File: src/rtl/muldiv_seq.sv
// muldiv_seq: multi-cycle unsigned multu/divu sequencer driving a shared ALU
module muldiv_seq (
  input  logic        clk,
  input  logic        reset,
  input  logic        start,
  input  logic        op,
  input  logic [31:0] opa,
  input  logic [31:0] opb,
  output logic        busy,
  output logic        done,
  output logic [31:0] hi,
  output logic [31:0] lo,
  output logic        div_by_zero,
  output logic        alu_req,
  input  logic        alu_gnt,
  output logic [31:0] alu_a,
  output logic [31:0] alu_b,
  output logic [3:0]  alu_ctr,
  input  logic [31:0] alu_res
);
  typedef enum logic [1:0] {IDLE, RUN, DONE} state_t;
  state_t state, state_n;
  logic [31:0] dvs, hi_n, lo_n, r;
  logic [4:0] cnt;
  logic op_r, dbz_n, accept, dz, step, q;
  assign busy = state == RUN;
  assign done = state == DONE;
  always_comb begin
    r = {hi[30:0], lo[31]};
    q = !(r < dvs);
    accept = state != RUN && start;
    dz = op && opb == 32'd0;
    step = state == RUN && alu_gnt;
    alu_req = state == RUN;
    alu_ctr = (state == RUN && op_r) ? 4'b0110 : 4'b0010;
    alu_a = state != RUN ? 32'd0 : op_r ? r : hi;
    alu_b = state != RUN ? 32'd0 : (op_r || lo[0]) ? dvs : 32'd0;
    state_n = state == DONE ? IDLE : state;
    hi_n = hi;
    lo_n = lo;
    dbz_n = div_by_zero;
    if (accept) begin
      hi_n = dz ? opa : 32'd0;
      lo_n = dz ? 32'hFFFF_FFFF : opa;
      dbz_n = dz;
      state_n = dz ? DONE : RUN;
    end else if (step) begin
      // divu: restoring step; multu: shift-add with carry recovered by compare
      hi_n = op_r ? (q ? alu_res : r) : {alu_res < hi, alu_res[31:1]};
      lo_n = op_r ? {lo[30:0], q} : {alu_res[0], lo[31:1]};
      state_n = cnt == 5'd31 ? DONE : RUN;
    end
  end
  always_ff @(posedge clk or posedge reset) begin
    if (reset) begin
      state <= IDLE;
      hi <= '0;
      lo <= '0;
      div_by_zero <= 1'b0;
      dvs <= '0;
      op_r <= 1'b0;
      cnt <= '0;
    end else begin
      state <= state_n;
      hi <= hi_n;
      lo <= lo_n;
      div_by_zero <= dbz_n;
      if (accept) begin
        op_r <= op;
        dvs <= opb;
        cnt <= '0;
      end else if (step) begin
        cnt <= cnt + 5'd1;
      end
    end
  end
endmodule

File: config.mk
export PLATFORM = sky130hd
export DESIGN_NAME = muldiv_seq
export DESIGN_NICKNAME = d
export VERILOG_FILES = /design/src/rtl/muldiv_seq.sv
export SDC_FILE = /design/constraint.sdc
export NUM_CORES = 1
export LEC_CHECK = 0
export CAP_MARGIN = 20
export CORE_MARGIN = 2
export CORE_UTILIZATION = 34
export DETAILED_ROUTE_END_ITERATION = 8
export DONT_BUFFER_PORTS = 1
export GPL_TIMING_DRIVEN = 0
export HOLD_SLACK_MARGIN = 0.03
export SYNTH_ARGS = -nofsm -noshare
export SYNTH_HDL_FRONTEND = slang
export SYNTH_SLANG_ARGS = --single-unit
export TNS_END_PERCENT = 30
File: constraint.sdc
create_clock -name clk -period 4.4 [get_ports clk]
set_input_delay 1.32 -clock clk [delete_from_list [all_inputs] [get_ports clk]]
set_output_delay 1.32 -clock clk [all_outputs]
set_load 0.005 [all_outputs]
==> impl_metrics.sql <==
INSERT INTO impl_metrics (metric_group, metric, value, unit) VALUES
('outcome', 'run_status', 'finished, final reports clean', ''),
('die', 'floorplan.die_area', '23500', 'sq um'),
('sta', 'max-slew-margin-rel', '0.266', ''),
('grt', 'global_route_overflow', '0', ''),
('pwr', 'lkg_pwr', '0.00354', 'uW'),
('sta', 'final.period_utilization', '0.843', ''),
('synthesis', 'synthDominantCellAreaShare', '0.347', ''),
('synthesis', 'netlist_area', '7560', 'sq um'),
('grt', 'grt_pass1_vias', '6851', ''),
('sta', 'clock_skew', '0.0125', 'ns'),
('route', 'detailedRoute.firstIterationViolations', '530', ''),
('sta', 'final_setup_violations', '0', ''),
('final_layout', 'fillers', '2268', ''),
('route', 'routed_via_density', '5.98', ''),
('clock_network', 'tritoncts_clock_tree', 'built', ''),
('sta', 'final.min_clock_period', '3.71', 'ns'),
('job', 'max_cap_viol_count', '0', ''),
('route', 'drtPass1Iterations', '5', ''),
('clock_network', 'path_clk_slew', '0.08', 'ns'),
('pwr', 'power_frac_clock', '0.121', ''),
('sta', 'slew_violations', '0', ''),
('pwr', 'seqPwrFrac', '0.307', ''),
('setup_path', 'worst-r2r-cell-count', '9', ''),
('synthesis', 'yosys.cell_count.top_type', 'sky130_fd_sc_hd__dfrtp_1', ''),
('grt', 'maximum_number_of_pins_on_one_net_before_global_route_repair', '70', ''),
('pwr', 'ir_worst_vdd', '280', 'uV'),
('clock_network', 'cts_made_buffers', '9', ''),
('setup_path', 'worst_r2r_startpoint', 'hi[0]', ''),
('route', 'wirelength_met1', '12.4', 'mm'),
('final_layout', 'post_layout_nets', '1078', ''),
('synthesis', 'synthDistinctLibCells', '48', ''),
('synthesis', 'postSynth.topFlopCell', 'sky130_fd_sc_hd__dfrtp_1', ''),
('clock_network', 'cts.repair.resized', '0', ''),
('final_layout', 'syn_to_final_growth', '8.92', '%'),
('route', 'wl', '28.4', 'mm'),
('route', 'met3WireLength', '2.68', 'mm'),
('route', 'detail-route-antenna-nets', '0', ''),
('route', 'route.top_layer_used', 'met4', ''),
('die', 'dieHeight', '153', 'microns'),
('clock_network', 'postCtsSetupRepairBufs', '0', ''),
('sta', 'setup_slack', '0.690', 'ns'),
('final_layout', 'final_layout_size_suffix_gt1_frac', '0.0479', ''),
('pwr', 'power.switching', '3560', 'uW'),
('final_layout', 'diodes', '0', ''),
('route', 'dr_total_vias', '7166', ''),
('setup_path', 'worst_setup_path_end_kind', 'output port', ''),
('die', 'coreArea', '21800', 'sq um'),
('placed_design', 'port_buffers', '0', ''),
('setup_path', 'worst_reg_to_reg_setup_slack', '1.41', 'ns'),
('synthesis', 'synth_instances', '900', ''),
('setup_path', 'worst_path_max_delay_cell', 'sky130_fd_sc_hd__buf_2', ''),
('sta', 'timing_hold_violations_final', '0', ''),
('setup_path', 'cp.arrival', '2.39', 'ns'),
('setup_path', 'path_cells', 'clkbuf_1 -> buf_2 -> buf_2 -> mux2i_1 -> nor2_1', ''),
('route', 'met2RoutedLength', '12.6', 'mm'),
('clock_network', 'cts_hold_buf', '0', ''),
('synthesis', 'synthesis.yosys.warnings', '0', ''),
('placed_design', 'hpwlAfterDp', '22.3', 'mm'),
('hold_path', 'hold_path_origin', 'dvs[0]', ''),
('pwr', 'design_internal_power', '3260', 'uW'),
('synthesis', 'ys_seq_elements', '105', ''),
('hold_path', 'worst_hold_path.num_cells', '2', ''),
('grt', 'antenna_found_initial', '0', ''),
('clock_network', 'cts_max_path_buffers', '2', ''),
('clock_network', 'clock_tree.root_cell', 'sky130_fd_sc_hd__clkbuf_16', ''),
('die', 'die_width', '153', 'microns'),
('sta', 'worst_slew_pin_slew', '1.09', 'ns'),
('setup_path', 'timing.rr.end', 'hi[2]', ''),
('synthesis', 'synth_top_cells_by_count', '105 x sky130_fd_sc_hd__dfrtp_1, 93 x sky130_fd_sc_hd__o21ai_0, 76 x sky130_fd_sc_hd__nor2_1', ''),
('sta', 'total_negative_setup_slack', '0', 'ns'),
('sta', 'fmaxAchievable', '270', 'MHz');
-- how the worst max path moves through the flow --
stage                     end    from  slack, ns  depth (start not counted)
floorplan              cnt[0]   reset       0.32                          1
global placement      dvs[10]   reset      -1.24                          1
detailed placement     hi[31]  opb[6]       0.71                          7
CTS                 alu_a[29]    op_r       0.69                          5
global route        alu_a[29]    op_r       0.55                          5
finish              alu_a[21]    op_r       0.69                          5
-- layout by cell type (no fill, tap or decap), types with 46 or more instances in the layout --
cell / instances
sky130_fd_sc_hd__a21oi_1: 49
sky130_fd_sc_hd__clkbuf_1: 46
sky130_fd_sc_hd__dfrtp_1: 105
sky130_fd_sc_hd__ha_1: 64
sky130_fd_sc_hd__inv_1: 64
sky130_fd_sc_hd__mux2i_1: 64
sky130_fd_sc_hd__nand2_1: 55
sky130_fd_sc_hd__nand3_1: 68
sky130_fd_sc_hd__nor2_1: 76
sky130_fd_sc_hd__o21ai_0: 93
-- final cells by class --
type	count	area (sq um)	share of cell area
plain buffers	73	339	0.0412
inverters	65	249	0.0302
clock buffers	10	229	0.0278
well taps	280	350	0.0425
multi-input cells	658	4360	0.529
repair buffers	1	27.5	0.00334
clock inverters	6	58.8	0.00714
flip-flops and latches	105	2630	0.319
-- cells by family after synthesis --
logic type	count (synthesis)	synth area share
AOI/OAI and AO/OA	255	0.212
xor gates and xnor gates	1	0.00116
adders and majority gates	64	0.106
buffers and inverters	138	0.0771
DFF	105	0.347
muxes	64	0.0847
other	2	0.000993
and+or+nand+nor	271	0.171
-- flip-flops by register name, summed over array words and instances, names as in the netlist --
name,flops
cnt,5
dvs,32
state,2
lo,32
hi,32
op_r,1
div_by_zero,1
-- worst max-delay path: cells and delay by family (launching register included) --
kind                   cells  cell delay, ns
multiplexers               1            0.33
flip-flops                 1            0.32
AND/OR/NAND/NOR            1            0.10
buffers and inverters      3            1.27
-- stage by stage --
| step | hold WS [ns] | power, uW | instances | instance area (sq um) | utilization |
|---|---|---|---|---|---|
| final | 0.495 | 6820 | 1198 | 8240 | 0.377 |
| after global routing | 0.535 | 7450 | 1198 | 8240 | 0.377 |
| after detailed placement | 0.481 | 5980 | 1182 | 7950 | 0.364 |
| after floorplan | 0.452 | 4730 | 901 | 7570 | - |
| after global placement | 0.468 | 5900 | 1181 | 7920 | 0.363 |
| after CTS | 0.498 | 6840 | 1198 | 8240 | 0.377 |
-- power groups by stage --
| stage | sequential, uW | combinational [uW] | clock, uW |
|---|---|---|---|
| 2_1_floorplan | 1820 | 2910 | 0 |
| 3_3_place_gp | 2110 | 3790 | 0 |
| 3_5_place_dp | 2120 | 3850 | 0 |
| 4_1_cts | 2100 | 3880 | 851 |
| 5_1_grt | 2170 | 4390 | 895 |
| 6_report | 2090 | 3900 | 826 |
-- routing by layer --
| layer | vias to the layer above | global-route usage |
|---|---|---|
| met5 | - | 0 |
| met2 | 327 | 0.364 |
| met1 | 3489 | 0.316 |
| li1 | 3306 | - |
| met4 | 0 | 0.0798 |
| met3 | 44 | 0.0805 |
Power figures use the tool's default switching activity.
